--- src/rtl/usbf_sof_pkg.sv ---
// Shared defaults for the SOF/frame timekeeping block.
package usbf_sof_pkg;

  localparam int HMS_DEL_DEF  = 22;
  localparam int FS_MISS_DEF  = 2010;
  localparam int HS_MISS_DEF  = 260;
  localparam int MFM_PER_FRM  = 8;
  localparam int MAX_MISS_DEF = 3;
  localparam int MISS_W       = 2;

endpackage

--- src/rtl/usbf_hms_gen.sv ---
// Half-microsecond tick divider: one tick per HMS_DEL+1 clocks, re-phased by clr, frozen by hold.
module usbf_hms_gen
  import usbf_sof_pkg::*;
#(
  parameter int HMS_DEL = HMS_DEL_DEF
) (
  input  logic clk,
  input  logic rst,
  input  logic clr,
  input  logic hold,
  output logic hms_tick
);

  localparam int CNT_W = (HMS_DEL > 0) ? $clog2(HMS_DEL + 1) : 1;

  logic [CNT_W-1:0] hms_cnt_reg, hms_cnt_next;
  logic             at_del_reg;

  always_comb begin
    hms_cnt_next = hms_cnt_reg;
    if (clr)
      hms_cnt_next = '0;
    else if (!hold)
      hms_cnt_next = (hms_cnt_reg == CNT_W'(HMS_DEL)) ? '0 : hms_cnt_reg + 1'b1;
  end

  always_ff @(posedge clk) begin
    if (rst) begin
      hms_cnt_reg <= '0;
      at_del_reg  <= 1'b0;
    end else begin
      hms_cnt_reg <= hms_cnt_next;
      at_del_reg  <= (hms_cnt_next == CNT_W'(HMS_DEL));
    end
  end

  // Counter parks on HMS_DEL during hold, so the masked tick is emitted once hold drops.
  assign hms_tick = at_del_reg && !hold;

endmodule

--- src/rtl/usbf_sof_tracker.sv ---
// Frame number, micro-frame and SOF-time tracking; the SOF-loss watchdog
// (synthetic SOFs, miss_cnt, sync_lost) is built only with USBF_SOF_WDOG_EN.
module usbf_sof_tracker
  import usbf_sof_pkg::*;
#(
  parameter int FRM_W    = 11,
  parameter int MFM_W    = 4,
  parameter int TIME_W   = 12,
  parameter int HMS_DEL  = HMS_DEL_DEF,
  parameter int FS_MISS  = FS_MISS_DEF,
  parameter int HS_MISS  = HS_MISS_DEF,
  parameter int MAX_MISS = MAX_MISS_DEF
) (
  input  logic              clk,
  input  logic              rst,
  input  logic              mode_hs,
  input  logic              usb_reset,
  input  logic              usb_suspend,
  input  logic              sof_valid,
  input  logic [FRM_W-1:0]  frame_no,
  output logic [FRM_W-1:0]  frame_no_r,
  output logic [MFM_W-1:0]  mfm_cnt,
  output logic [TIME_W-1:0] sof_time,
  output logic              hms_tick,
  output logic              sof_tick,
  output logic              sof_missed,
  output logic [MISS_W-1:0] miss_cnt,
  output logic              sync_lost,
  output logic              synced
);

  localparam logic [MFM_W-1:0] MFM_LAST = MFM_W'(MFM_PER_FRM - 1);

  logic [FRM_W-1:0]  frame_reg;
  logic [MFM_W-1:0]  mfm_reg, mfm_inc;
  logic [TIME_W-1:0] time_reg;
  logic              sof_tick_reg, synced_reg;
  logic [TIME_W:0]   miss_thr;
  logic              thr_hit, wdog_fire;

  usbf_hms_gen #(.HMS_DEL(HMS_DEL)) u_hms_gen (
    .clk      (clk),
    .rst      (rst),
    .clr      (usb_reset | sof_valid),
    .hold     (usb_suspend),
    .hms_tick (hms_tick)
  );

  assign mfm_inc  = (mfm_reg == '1) ? mfm_reg : mfm_reg + 1'b1;
  assign miss_thr = mode_hs ? (TIME_W+1)'(HS_MISS) : (TIME_W+1)'(FS_MISS);
  // Widened compare so a saturated sof_time can never alias a threshold.
  assign thr_hit  = hms_tick && (({1'b0, time_reg} + 1'b1) == miss_thr);

  always_ff @(posedge clk) begin
    if (rst || usb_reset) begin
      frame_reg    <= '0;
      mfm_reg      <= '0;
      time_reg     <= '0;
      sof_tick_reg <= 1'b0;
      synced_reg   <= 1'b0;
    end else if (sof_valid) begin
      frame_reg    <= frame_no;
      mfm_reg      <= (frame_no == frame_reg && synced_reg) ? mfm_inc : '0;
      time_reg     <= '0;
      sof_tick_reg <= 1'b1;
      synced_reg   <= 1'b1;
    end else if (wdog_fire) begin
      time_reg     <= '0;
      sof_tick_reg <= 1'b1;
      if (mode_hs && mfm_reg != MFM_LAST) begin
        mfm_reg <= mfm_inc;
      end else begin
        mfm_reg   <= '0;
        frame_reg <= frame_reg + 1'b1;
      end
    end else begin
      sof_tick_reg <= 1'b0;
      if (hms_tick && time_reg != '1)
        time_reg <= time_reg + 1'b1;
    end
  end

`ifdef USBF_SOF_WDOG_EN
  logic [MISS_W-1:0] miss_reg, miss_inc;
  logic              lost_reg, missed_reg;

  assign miss_inc  = (miss_reg == '1) ? miss_reg : miss_reg + 1'b1;
  assign wdog_fire = synced_reg && !lost_reg && !usb_suspend && thr_hit;

  always_ff @(posedge clk) begin
    if (rst || usb_reset) begin
      miss_reg   <= '0;
      lost_reg   <= 1'b0;
      missed_reg <= 1'b0;
    end else if (sof_valid) begin
      miss_reg   <= '0;
      lost_reg   <= 1'b0;
      missed_reg <= 1'b0;
    end else if (wdog_fire) begin
      miss_reg   <= miss_inc;
      missed_reg <= 1'b1;
      if (int'(miss_inc) == MAX_MISS)
        lost_reg <= 1'b1;
    end else begin
      missed_reg <= 1'b0;
    end
  end

  assign sof_missed = missed_reg;
  assign miss_cnt   = miss_reg;
  assign sync_lost  = lost_reg;
`else
  logic wdog_unused;

  assign wdog_unused = thr_hit ^ (MAX_MISS > 0);
  assign wdog_fire   = 1'b0;
  assign sof_missed  = 1'b0;
  assign miss_cnt    = '0;
  assign sync_lost   = 1'b0;
`endif

  assign frame_no_r = frame_reg;
  assign mfm_cnt    = mfm_reg;
  assign sof_time   = time_reg;
  assign sof_tick   = sof_tick_reg;
  assign synced     = synced_reg;

endmodule

--- config.mk ---
export PLATFORM = sky130hd
export DESIGN_NAME = usbf_sof_tracker
export DESIGN_NICKNAME = d
export VERILOG_FILES = /design/src/rtl/usbf_sof_pkg.sv /design/src/rtl/usbf_hms_gen.sv /design/src/rtl/usbf_sof_tracker.sv
export SDC_FILE = /design/constraint.sdc
export NUM_CORES = 1
export LEC_CHECK = 0
export ABC_CLOCK_PERIOD_IN_PS = 2000
export CORE_MARGIN = 8
export CORE_UTILIZATION = 25
export DETAILED_ROUTE_END_ITERATION = 16
export SLEW_MARGIN = 5
export SYNTH_ARGS = -nofsm -noshare
export SYNTH_HDL_FRONTEND = slang
export SYNTH_SLANG_ARGS = --single-unit
--- constraint.sdc ---
create_clock -name clk -period 2 [get_ports clk]
set_clock_uncertainty 0.2 [all_clocks]
set_input_delay 0.4 -clock clk [delete_from_list [all_inputs] [get_ports clk]]
set_output_delay 0.4 -clock clk [all_outputs]
set_load 0.01 [all_outputs]
==> Implementation_results.wiki, run 1 <==
{| class="wikitable"
! Metric !! Value
|-
| Number of max-cap violations || 0
|-
| Hold Path Stages || 2
|-
| Classification of the worst setup path || in -> out
|-
| Post-detailed-placement half-perimeter wirelength || 3340 um
|-
| Reg-to-reg critical path startpoint || sof_time[9]
|-
| Depth of the most critical reg-to-reg path || 5
|-
| Async S/R FF share, synth || 0%
|-
| Via count || 1,595
|-
| Count of flip-flops with a built-in enable after synthesis || 0
|-
| Startpoint types || input pin
|-
| Antenna violations before repair || 0
|-
| First-pass detailed-route iteration total || 4
|-
| Via density || 4.47
|-
| Root buf cell || clkbuf_8
|-
| Number of antenna diodes || 0
|-
| Standby leakage power || 0.983 nW
|-
| F_max || 0.513 GHz
|-
| Cells along the critical path || clkdlybuf4s50_1, nand2b_4, inv_2, dlygate4sd2_1
|-
| Register bit count reported by yosys || 35
|-
| Pins Over Slew Limit || 0
|-
| Count of mapped cells out of synthesis || 197
|-
| Clock latency on the worst-skew pair || 290 ps
|-
| Final sum of negative setup slack || 0 ps
|-
| Biggest cell delay along the critical path || 480 ps
|-
| Layout fillers || 728
|-
| Die X-Extent || 100 um
|-
| Critical register-to-register path endpoint || sof_time[4]
|-
| Min-Delay Endpoint || synced
|-
| CTS Buf Count || 5
|-
| Fraction of final layout cells sized beyond drive strength 1 || 13.4%
|-
| Number of unique standard cell types used by synthesis || 39
|-
| Clock slew at reported path FFs || 70 ps
|-
| Total grt overflow || 0
|-
| Total routing resource utilization after global routing || 9.27%
|-
| Routed wire length || 4450 um
|-
| Class of the tightest hold or removal check || reg -> reg
|-
| Count of clock tree sinks || 35
|-
| Starting utilization of the core area || 25.9%
|-
| Commonest non-fill, non-tap cell in the layout || clkdlybuf4s50_1
|-
| Final Cycle Share || 97.4%
|-
| Post-synth design cell area || 1770 sq um
|-
| Via count of the first global-routing pass || 1,576
|-
| Synth-to-layout area growth || 43.6%
|-
| Worst-case vdd ir drop || 303 uV
|-
| Ys flop type || dfxtp_1
|-
| Capturing element type of the critical path || output port
|-
| Average cell area after synthesis || 8.97 sq um
|-
| Flip-flop count of the largest register, all copies and words added || 12
|-
| Status || completed
|-
| Synth Warn # || 0
|-
| Number of endpoints with negative hold slack in the final report || 0
|-
| Final ANT Viol Nets || 0
|-
| Final Net Count || 281
|-
| Flop2flop setup slack || 150 ps
|-
| Share of the yosys chip area belonging to registers || 39.6%
|-
| First-pass GRT wire length || 7450 um
|-
| Final worst path period need || 1950 ps
|-
| Violation count after the first detailed-routing iteration || 79
|-
| Pin count of the biggest net entering global routing || 18
|-
| Height of the die || 100 um
|-
| Power, Total || 1.37 mW
|-
| Post-detailed-route DRC marker count || 0
|-
| Slowest cell on crit path || clkdlybuf4s50_1
|-
| Site row count || 30
|-
| Area of the core || 6830 sq um
|-
| CTS tree || yes
|-
| Routed length per placed instance || 12.5 um
|-
| Data arrival time at the worst-slack endpoint || 1350 ps
|-
| Number of placed I/O pins || 51
|-
| # H-tree levels || 2
|-
| Final number of setup-violating endpoints || 0
|-
| Required time at the worst-slack endpoint || 1400 ps
|-
| Commonest cells after routing, fill and taps aside || clkdlybuf4s50_1, dfxtp_1, nor2_1
|-
| Routability-driven placement congestion ratio || 0.796
|-
| Die area || 10,000 sq um
|-
| Number of setup buffers added after CTS || 0
|-
| # port buffers || 45
|-
| Number of hold buffers added after CTS || 0
|-
| Worst path buffer plus inverter count || 3
|-
| RSZ-0062 raised after global routing || false
|-
| Maximum fanout along the worst path || 3
|-
| Largest delay share family, worst path || buffers and inverters
|-
| Source of the worst hold timing path || synced
|-
| Ratio of total power to cell area || 538 nW/um^2
|-
| Clk buf depth || 2
|}
## layout make-up
cell class | instances | area (sq um) | area share, %
inverters | 5 | 18.8 | 0.739
clock inverters | 1 | 5.00 | 0.197
multi-input cells | 148 | 996 | 39.2
well taps | 96 | 120 | 4.73
repair buffers | 65 | 619 | 24.4
clock buffers | 7 | 76.3 | 3.01
flip-flops and latches | 35 | 703 | 27.7
## Yosys cell counts (2+ instances only)
library cell	n	area share, %
xnor2_1	5	2.5
a41oi_1	3	1.5
a21oi_1	15	4.2
nor3_1	4	1.1
nor2_1	21	4.5
inv_1	4	0.85
nor3b_1	2	0.85
clkbuf_1	5	1.1
a31oi_1	2	0.71
nand3_1	2	0.57
and3_1	2	0.71
o21ai_0	7	2.0
nand4b_1	3	1.5
dfxtp_1	35	40
buf_2	3	0.85
mux2i_1	11	6.2
buf_4	4	1.7
and2_1	3	1.1
or4_1	6	2.5
or3_1	5	1.8
nand2_1	12	2.5
nand4_1	6	2.1
or2_2	2	0.71
o31ai_1	6	2.5
ha_1	4	2.8
xor2_1	11	5.4
nor4_1	2	0.71
## per-stage QoR
step / setup WS, ps / hold slack [ps] / std cells / util (%) / area [sq um]
detailed placement: -215 / 270 / 349 / 35.8 / 2450
CTS: 17.8 / 286 / 357 / 37.0 / 2530
finish: 51.8 / 283 / 357 / 37.2 / 2540
global placement: -209 / 269 / 349 / 35.8 / 2450
floorplan: 205 / 298 / 200 / - / 1780
global route: 7.75 / 301 / 357 / 37.2 / 2540
## worst max path at each step
stage | start | end | slack [ps] | depth (start not counted)
final | usb_suspend | hms_tick | 50 | 4
after global routing | usb_suspend | hms_tick | 8 | 4
after CTS | sof_time[6] | sof_time[6] | 20 | 2
after detailed placement | usb_suspend | hms_tick | -210 | 4
after global placement | usb_suspend | hms_tick | -210 | 4
after floorplan | usb_suspend | sof_time[3] | 200 | 7
## timing repair
| action | 4_1_cts | 5_1_grt |
|---|---|---|
| endpoints found under the setup margin | 1 | 5 |
| endpoints found under the hold margin | 0 | 0 |
| gates resized for setup | 1 | 5 |
## worst reg2reg max path, cell delays in order, from the launching register on
cell     delay [ps]
dfxtp_1         420
nand4_4         180
o41ai_4         560
buf_4           220
o21ai_0          90
a21oi_1         120
## power by group
part	total, mW	leakage (nW)	switching [mW]	internal [mW]
clock	0.506	0.0422	0.261	0.245
sequential	0.715	0.284	0.00841	0.706
combinational	0.146	0.656	0.0631	0.0832
total	1.37	0.983	0.333	1.03
## per-layer routing
| metal | vias to the layer above | track usage (%) | wire length, um |
|---|---|---|---|
| li1 | 830 | - | - |
| met1 | 716 | 10.1 | 2090 |
| met2 | 42 | 14.8 | 1920 |
| met3 | 7 | 5.40 | 399 |
| met4 | 0 | 2.79 | 49 |
| met5 | - | 0 | 0 |
## cell families (layout without fill, tap and decap cells)
kind of cell	Yosys count	after routing	share of synthesized area [%]
fa+ha+maj	4	4	2.83
other cells	1	4	0.212
flops	35	35	39.6
mux	11	11	6.23
xor+xnor	16	16	7.93
simple gates	77	77	24.9
compound gates	36	36	13.6
buf+inv	17	78	4.67
Power figures use the tool's default switching activity.
==> run 2, diff against run 1 <==
CORE_UTILIZATION = 47   (was 25)
PLACE_DENSITY = 0.79   (was not set)
==> run 2 against run 1 <==
First-iteration DRC count down 13%; flip-flop and latch count unchanged; maximum frequency up 0.12%; die area shrank 40%; clock-buffer cell count rose by 1; via count is 4.1% higher; routed wire length is 5.1% lower; critical path type unchanged.
==> Implementation_results.wiki, run 2 (same netlist as run 1, synthesis figures left out) <==
{| class="wikitable"
! Metric !! Value
|-
| Reg-to-reg critical path startpoint || sof_time[9]
|-
| Utilization of the core after routing || 68.9%
|-
| Worst-case vdd ir drop || 568 uV
|-
| Height of the die || 77.3 um
|-
| CTS Buf Count || 5
|-
| Clk buf depth || 2
|-
| Source of the worst hold timing path || synced
|-
| Pin count of the biggest net entering global routing || 18
|-
| Count of clock tree sinks || 35
|-
| Routability-driven placement congestion ratio || 0.829
|-
| Die area || 5980 sq um
|-
| Starting utilization of the core area || 48.7%
|-
| Cell internal pwr || 1.10 mW
|-
| Root buf cell || clkbuf_8
|-
| Number of antenna diodes || 0
|-
| Synth-to-layout area growth || 41.6%
|-
| Start point of the critical path || usb_suspend
|-
| Instance area after placement || 2390 sq um
|-
| Final Net Count || 281
|-
| Site row count || 22
|-
| Final critical-path setup slack || 54.1 ps
|-
| Violation count after the first detailed-routing iteration || 69
|-
| Total non-filler cell area in the finished layout || 2500 sq um
|-
| Class of the tightest hold or removal check || reg -> reg
|-
| Fraction of final layout cells sized beyond drive strength 1 || 14.2%
|-
| Antenna violations before repair || 0
|-
| Area used by sequential logic in the layout || 704 sq um
|-
| Share of total power consumed by net switching || 22.0%
|-
| F_max || 0.514 GHz
|-
| RSZ-0062 raised after global routing || false
|-
| Required time at the worst-slack endpoint || 1400 ps
|-
| Final ANT Viol Nets || 0
|-
| Routed wire length || 4230 um
|-
| Multi-input logic area || 996 sq um
|-
| Total grt overflow || 0
|-
| Data arrival time at the worst-slack endpoint || 1350 ps
|-
| Maximum fanout along the worst path || 4
|-
| Post-detailed-placement half-perimeter wirelength || 3240 um
|-
| CTS tree || yes
|-
| # H-tree levels || 2
|-
| Die X-Extent || 77.3 um
|-
| Ratio of total power to cell area || 564 nW/um^2
|-
| Post-detailed-route DRC marker count || 0
|-
| Final worst path period need || 1950 ps
|-
| Clock latency on the worst-skew pair || 290 ps
|-
| Classification of the worst setup path || in -> out
|-
| First-pass GRT wire length || 7160 um
|-
| Number of max-cap violations || 0
|-
| Standby leakage power || 0.938 nW
|-
| Via density || 5.37
|-
| Pins Over Slew Limit || 0
|-
| Number of endpoints with negative hold slack in the final report || 0
|-
| Final number of setup-violating endpoints || 0
|-
| Capturing element type of the critical path || output port
|-
| Clock network fraction of design power || 39.2%
|-
| Startpoint types || input pin
|-
| DP Worst Slack || -238 ps
|-
| Number of placed I/O pins || 51
|-
| Via count of the first global-routing pass || 1,595
|-
| Commonest cells after routing, fill and taps aside || clkdlybuf4s50_1, dfxtp_1, nor2_1
|-
| # port buffers || 45
|-
| Comb pwr share || 10.2%
|-
| Layout fillers || 314
|-
| Worst hold margin || 296 ps
|-
| Commonest non-fill, non-tap cell in the layout || clkdlybuf4s50_1
|-
| Flip-flop count of the largest register, all copies and words added || 12
|-
| Final Cycle Share || 97.3%
|-
| Routed length per placed instance || 13.7 um
|-
| Status || completed
|-
| Total routing resource utilization after global routing || 14.5%
|-
| Relative contribution of sequential cells to total power || 50.6%
|-
| Area of the core || 3630 sq um
|-
| Clock slew at reported path FFs || 60 ps
|-
| Via count || 1,660
|-
| First-pass detailed-route iteration total || 4
|-
| Psw || 311 uW
|}
## run 2: cell count changes in the layout (fill, tap and decap cells not counted)
cell             previous run  this run
clkinv_2                    1         0
clkdlybuf4s50_1            41        44
buf_12                      1         2
dfxtp_1                    33        32
dfxtp_2                     2         3
dlymetal6s2s_1              3         0
clkbuf_1                    2         1
buf_4                      19        18
clkbuf_8                    5         7
## run 2: metal layers
| metal | GRT usage, % | part of all wire (%) | up-vias |
|---|---|---|---|
| li1 | - | - | 828 |
| met5 | 0 | 0 | - |
| met3 | 7.60 | 9.3 | 9 |
| met4 | 5.85 | 2.1 | 0 |
| met1 | 14.5 | 42 | 762 |
| met2 | 24.7 | 47 | 61 |
## run 2: path summary, 6_finish.rpt
kind	slack [ps]	to	cells after the start
hold / removal	300	synced	2
hold reg to reg	300	synced	2
setup / recovery	50	hms_tick	4
setup reg to reg	170	sof_time[4]	5
## run 2: stage by stage
stage	instances	power, mW	TNS, ps
final	309	1.41	0
after global routing	309	1.47	0
after CTS	307	1.43	0
after detailed placement	299	0.874	-1620
after global placement	299	0.872	-1360
after floorplan	200	0.802	0
## run 2: power by group through the flow
stage | sequential, mW | combinational, mW | clock (mW)
after global placement | 0.730 | 0.142 | 0
after global routing | 0.716 | 0.158 | 0.596
final | 0.715 | 0.144 | 0.554
after CTS | 0.715 | 0.145 | 0.569
after detailed placement | 0.731 | 0.144 | 0
after floorplan | 0.734 | 0.0679 | 0
## run 2: repair_timing
item | in CTS | in global routing
pin swaps | 0 | 1
setup endpoints to repair | 1 | 8
hold endpoints to repair | 0 | 0
gates resized for setup | 1 | 3
setup buffers | 0 | 2
hold buffers | 0 | 0
## run 2: area by class of cell
type	count	area share, %
clock buffer	8	4.00
timing repair buffer	65	24.9
tap	48	2.40
inverter	5	0.750
sequential	35	28.1
multi-input combinational	148	39.8
## run 2: critical path, cell delays in order
cell             delay [ps]
clkdlybuf4s50_1         470
nand2b_4                140
inv_2                    50
dlygate4sd2_1           280
